--- src/rtl/prog_timer.sv ---
// Programmable up-counter timer with prescaler, one-shot and periodic modes.
// Settings are latched on start; expire is a registered pulse on reaching the limit.
module prog_timer #(
    parameter int WIDTH = 8,
    parameter int PS_W  = 4
) (
    input  logic             clk,
    input  logic             rst,
    input  logic             start,
    input  logic             stop,
    input  logic             mode,
    input  logic [WIDTH-1:0] limit,
    input  logic [PS_W-1:0]  prescale,
    input  logic             tick,
    output logic [WIDTH-1:0] count,
    output logic             busy,
    output logic             done,
    output logic             expire
);

    typedef enum logic [1:0] {
        S_IDLE = 2'd0,
        S_RUN  = 2'd1,
        S_DONE = 2'd2
    } state_t;

    localparam logic [WIDTH-1:0] CNT_ONE = 1;
    localparam logic [PS_W-1:0]  PS_ONE  = 1;

    state_t           state_q, state_d;
    logic [WIDTH-1:0] count_q, count_d;
    logic [PS_W-1:0]  psc_q, psc_d;
    logic [WIDTH-1:0] lim_q, lim_d;
    logic [PS_W-1:0]  ps_q, ps_d;
    logic             mode_q, mode_d;
    logic             expire_q, expire_d;
    logic [WIDTH-1:0] step_count;

    // A step from the limit (periodic only) reloads 0, so count never passes lim_q.
    assign step_count = (count_q == lim_q) ? '0 : count_q + CNT_ONE;

    always_ff @(posedge clk or posedge rst) begin
        if (rst) begin
            state_q  <= S_IDLE;
            count_q  <= '0;
            psc_q    <= '0;
            lim_q    <= '0;
            ps_q     <= '0;
            mode_q   <= 1'b0;
            expire_q <= 1'b0;
        end else begin
            state_q  <= state_d;
            count_q  <= count_d;
            psc_q    <= psc_d;
            lim_q    <= lim_d;
            ps_q     <= ps_d;
            mode_q   <= mode_d;
            expire_q <= expire_d;
        end
    end

    always_comb begin
        state_d  = state_q;
        count_d  = count_q;
        psc_d    = psc_q;
        lim_d    = lim_q;
        ps_d     = ps_q;
        mode_d   = mode_q;
        expire_d = 1'b0;

        if (start) begin
            count_d = '0;
            psc_d   = '0;
            lim_d   = limit;
            ps_d    = prescale;
            mode_d  = mode;
            if (limit != '0) begin
                state_d = S_RUN;
            end else begin
                // A zero limit is reached immediately on arming.
                expire_d = 1'b1;
                state_d  = mode ? S_RUN : S_DONE;
            end
        end else if (stop) begin
            state_d = S_IDLE;
        end else if (state_q == S_RUN && tick) begin
            if (psc_q == ps_q) begin
                psc_d    = '0;
                count_d  = step_count;
                expire_d = (step_count == lim_q);
                if (!mode_q && step_count == lim_q) begin
                    state_d = S_DONE;
                end
            end else begin
                psc_d = psc_q + PS_ONE;
            end
        end
    end

    assign count  = count_q;
    assign busy   = (state_q == S_RUN);
    assign done   = (state_q == S_DONE);
    assign expire = expire_q;

endmodule

--- config.mk ---
export PLATFORM = sky130hd
export DESIGN_NAME = prog_timer
export DESIGN_NICKNAME = d
export VERILOG_FILES = /design/src/rtl/prog_timer.sv
export SDC_FILE = /design/constraint.sdc
export NUM_CORES = 1
export LEC_CHECK = 0
export CELL_PAD_IN_SITES_DETAIL_PLACEMENT = 0
export CELL_PAD_IN_SITES_GLOBAL_PLACEMENT = 1
export CORE_UTILIZATION = 52
export CTS_CLUSTER_DIAMETER = 200
export DETAILED_ROUTE_END_ITERATION = 8
export DONT_BUFFER_PORTS = 1
export PLACE_DENSITY = 0.88
export SYNTH_ARGS = -nofsm -noshare
export SYNTH_HDL_FRONTEND = slang
export SYNTH_SLANG_ARGS = --single-unit
--- constraint.sdc ---
create_clock -name clk -period 5.05 [get_ports clk]
set_input_delay 1.515 -clock clk [delete_from_list [all_inputs] [get_ports clk]]
set_output_delay 1.515 -clock clk [all_outputs]
set_load 0.03 [all_outputs]
==> summary.txt <==
GRT
  – M1 GR Usage: 33.2%
  – Global-route wire length before repair: 6120 µm
  – Initial antenna violation count: 0
  – GRT met2 Usage: around a third
  – Busiest layer in global routing: met2
  – Vias in the first global route: 1302
  – GRT overflow: 0
  – GRT Overall Usage: 23.0%
  – Largest net degree at the start of global routing: 29
  – GR Layer Usage met3: 4.98%

Clocking
  – CTS H-tree lvls: 1
  – Clock root cell: clkbuf_4
  – Clock slew at reported path FFs: 160 ps
  – Clock Sinks: 28
  – Post_cts resized: 0
  – CTS tree: done
  – Post-CTS Setup Bufs: 0
  – Worst-skew pair later-pin latency: roughly 330 ps
  – Total CTS buffers: 3
  – CTS Buffer Depth: 2
  – Hold_buf cts: 0

Timing
  – Fin crit period: 2980 ps
  – RSZ-0062 raised after global routing: false
  – Final setup fails: 0
  – F_max: 0.335 GHz
  – Final period utilization: 59.1%
  – Final hold viol count: 0
  – Final Skew: 6.70 ps
  – Worst Tran Pin Value: 1030 ps
  – Max Slew Vio Count: 0
  – Rel. slew slack: between 30% and 40%
  – Setup tns final: 0 ps

Critical path
  – Worst Path Required: approximately 5300 ps
  – Cell family with the largest share of critical-path delay: compound AO/OA/AOI/OAI gates
  – Crit end category: register
  – Buffers plus inverters on the worst setup path: 0
  – Crit path max fanout: 10
  – CP startpoint kind: register
  – Arr. time, crit path: 3190 ps
  – Slowest-stage cell, CP: dfrtp_1
  – Crit Path Class: reg -> reg
  – CP Cell Sequence: ha_1, xnor2_1, or4b_1, a221o_1, mux2i_1, nor2_1, o41ai_2
  – Slowest stage delay, CP: 750 ps

Synthesis
  – Prevailing post-synth register cell: dfrtp_1
  – Largest family of logic cells by synthesized area: simple AND/OR/NAND/NOR gates
  – Syn. warnings: 0
  – Post-synthesis compound-gate area fraction: between 10% and 20%
  – Post-Synth Simple-Gate Area: 21.0%
  – #FFs+latches synth: 28
  – Xor/xnor share of the synthesized area: 9.03%
  – Synth area leader: dfrtp_1
  – Async SR Flop Fraction: 100%
  – Post-synthesis mux area share: 9.60%
  – Synthesized net count: 200
  – Synth Area in Adders: roughly 1.4%
  – Synthesized area: 1750 µm²
  – Top-area cell type share of the netlist area: 40.1%
  – Cell variety after synth: 47
  – Syn_area_per_cell: a little under 10 µm²
  – Largest cells by area after synthesis: dfrtp_1, mux2_2, xor2_1, o21ai_0, xnor2_1
  – Sequential area share after synthesis: 40.1%
  – Synthesized instance count: between 150 and 200
  – Post-synth EDFFs: 0

Final layout
  – Post-layout net count: roughly 200
  – Area Growth Syn to Fin: 2.94%
  – Fill cells: around 290
  – Design area: 1800 µm²
  – Share of layout cells above drive strength 1: between 15 and 20%
  – Diodes inserted: 0

Power
  – Peak supply drop: 173 µV
  – Internal power: 344 µW
  – Gate power share: between 10% and 20%
  – Switching share of power: around a quarter
  – Pwr dens: 256 nW/µm²
  – Lkg Pwr: 0.000700 µW
  – Sw power: 115 µW
  – Clock share of power: between 30% and 40%
  – Sequential share of power: 54.7%

Floorplanning
  – Core ar.: about 3100 µm²
  – Die W: 60.0 µm
  – Row cnt: 20
  – Total die area: around 3600 µm²
  – # IOs: 29
  – Chip height: 60.0 µm
  – Starting Density: 55.8%

Status
  – Outcome: finished clean

Place
  – Routability cong.: 0.869
  – Final HPWL DP: 2860 µm
  – Cell Area, Placed: ~1700 µm²
  – # port buffers: 0

Drt
  – First-pass iteration count of the detailed router: 4
  – Routed Antenna Nets: 0
  – Final WL: 3770 µm
  – Wire per inst: approximately 17 µm
  – Via count: 1376
  – Drt drc: 0
  – Starting DRC count in detailed routing: 72
  – Vias/cell: 6.23

Min path
  – Tightest Hold Check Type: reg -> reg

Flow run
  – Total of max-cap violations: 0
cell type report:
cell class,count,area (µm²),share of cell area (%)
flip-flops and latches,28,701,39.0
clock inverters,1,30.0,1.67
inverters,6,22.5,1.25
multi-input cells,139,967,53.8
well taps,44,55.1,3.06
clock buffers,3,22.5,1.25
stage by stage:
stage	std cells	power (µW)	util [%]	setup slack (ps)	hold WS [ps]
3_3_place_gp	217	312	55.8	2190	498
6_report	221	460	57.5	2070	545
5_1_grt	221	481	57.5	1920	568
2_1_floorplan	180	304	-	2150	478
3_5_place_dp	217	314	55.8	2160	515
4_1_cts	221	462	57.5	2100	549
flip-flops by register name, summed over array words and instances, names as in the netlist:
signal / count
count: 8
lim_q: 8
ps_q: 4
psc_q: 4
state_q: 2
expire: 1
mode_q: 1
cell usage after synthesis, drive strengths merged (3+ instances only):
cell / instances
a22o: 3
nor4: 7
buf: 4
xor2: 11
or3: 5
o21ai: 17
clkbuf: 3
nor2: 15
xnor2: 7
inv: 6
nand3: 5
nand2: 14
nor3: 6
dfrtp: 28
a21oi: 6
mux2: 14
power groups by stage:
stage / logic, µW / clock network, µW / registers [µW]
3_3_place_gp: 57.3 / 0 / 255
2_1_floorplan: 55.3 / 0 / 249
3_5_place_dp: 58.7 / 0 / 255
6_report: 59.3 / 149 / 251
5_1_grt: 66.1 / 162 / 253
4_1_cts: 59.3 / 152 / 251
final timing paths:
check | from | end | slack, ps | depth (start not counted)
max | count[0] | expire | 2070 | 7
min reg2reg | psc_q[2] | psc_q[2] | 540 | 1
min | psc_q[2] | psc_q[2] | 540 | 1
min in group asynchronous | rst | count[4] | 1300 | 1
max reg2reg | count[0] | expire | 2070 | 7
max in group asynchronous | rst | state_q[0] | 3130 | 1
routing by layer:
| layer | vias up | wire length [µm] |
|---|---|---|
| met5 | - | 0 |
| met4 | 0 | 36 |
| met3 | 6 | 328 |
| met2 | 54 | 1680 |
| met1 | 664 | 1720 |
| li1 | 652 | - |
logic make-up (layout without fill, tap and decap cells):
family	count (synthesis)	in the layout
and+or+nand+nor	66	66
AOI/OAI and AO/OA	38	38
DFF	28	28
xor gates and xnor gates	18	18
muxes	15	15
buffers and inverters	13	10
adders and majority gates	2	2
cell usage in the layout, fill, tap and decap left out, types with 2 or more instances in the layout:
cell type	count
a21oi_1	6
a221o_1	2
a22o_1	3
clkbuf_4	3
dfrtp_1	28
ha_1	2
inv_1	6
mux2_2	14
nand2_1	14
nand3_1	5
nor2_1	14
nor2b_1	2
nor3_1	6
nor4_1	6
o211ai_1	2
o21ai_0	16
or2_2	2
or3_1	4
xnor2_1	7
xor2_1	11
(Power assumes the default switching activity.)
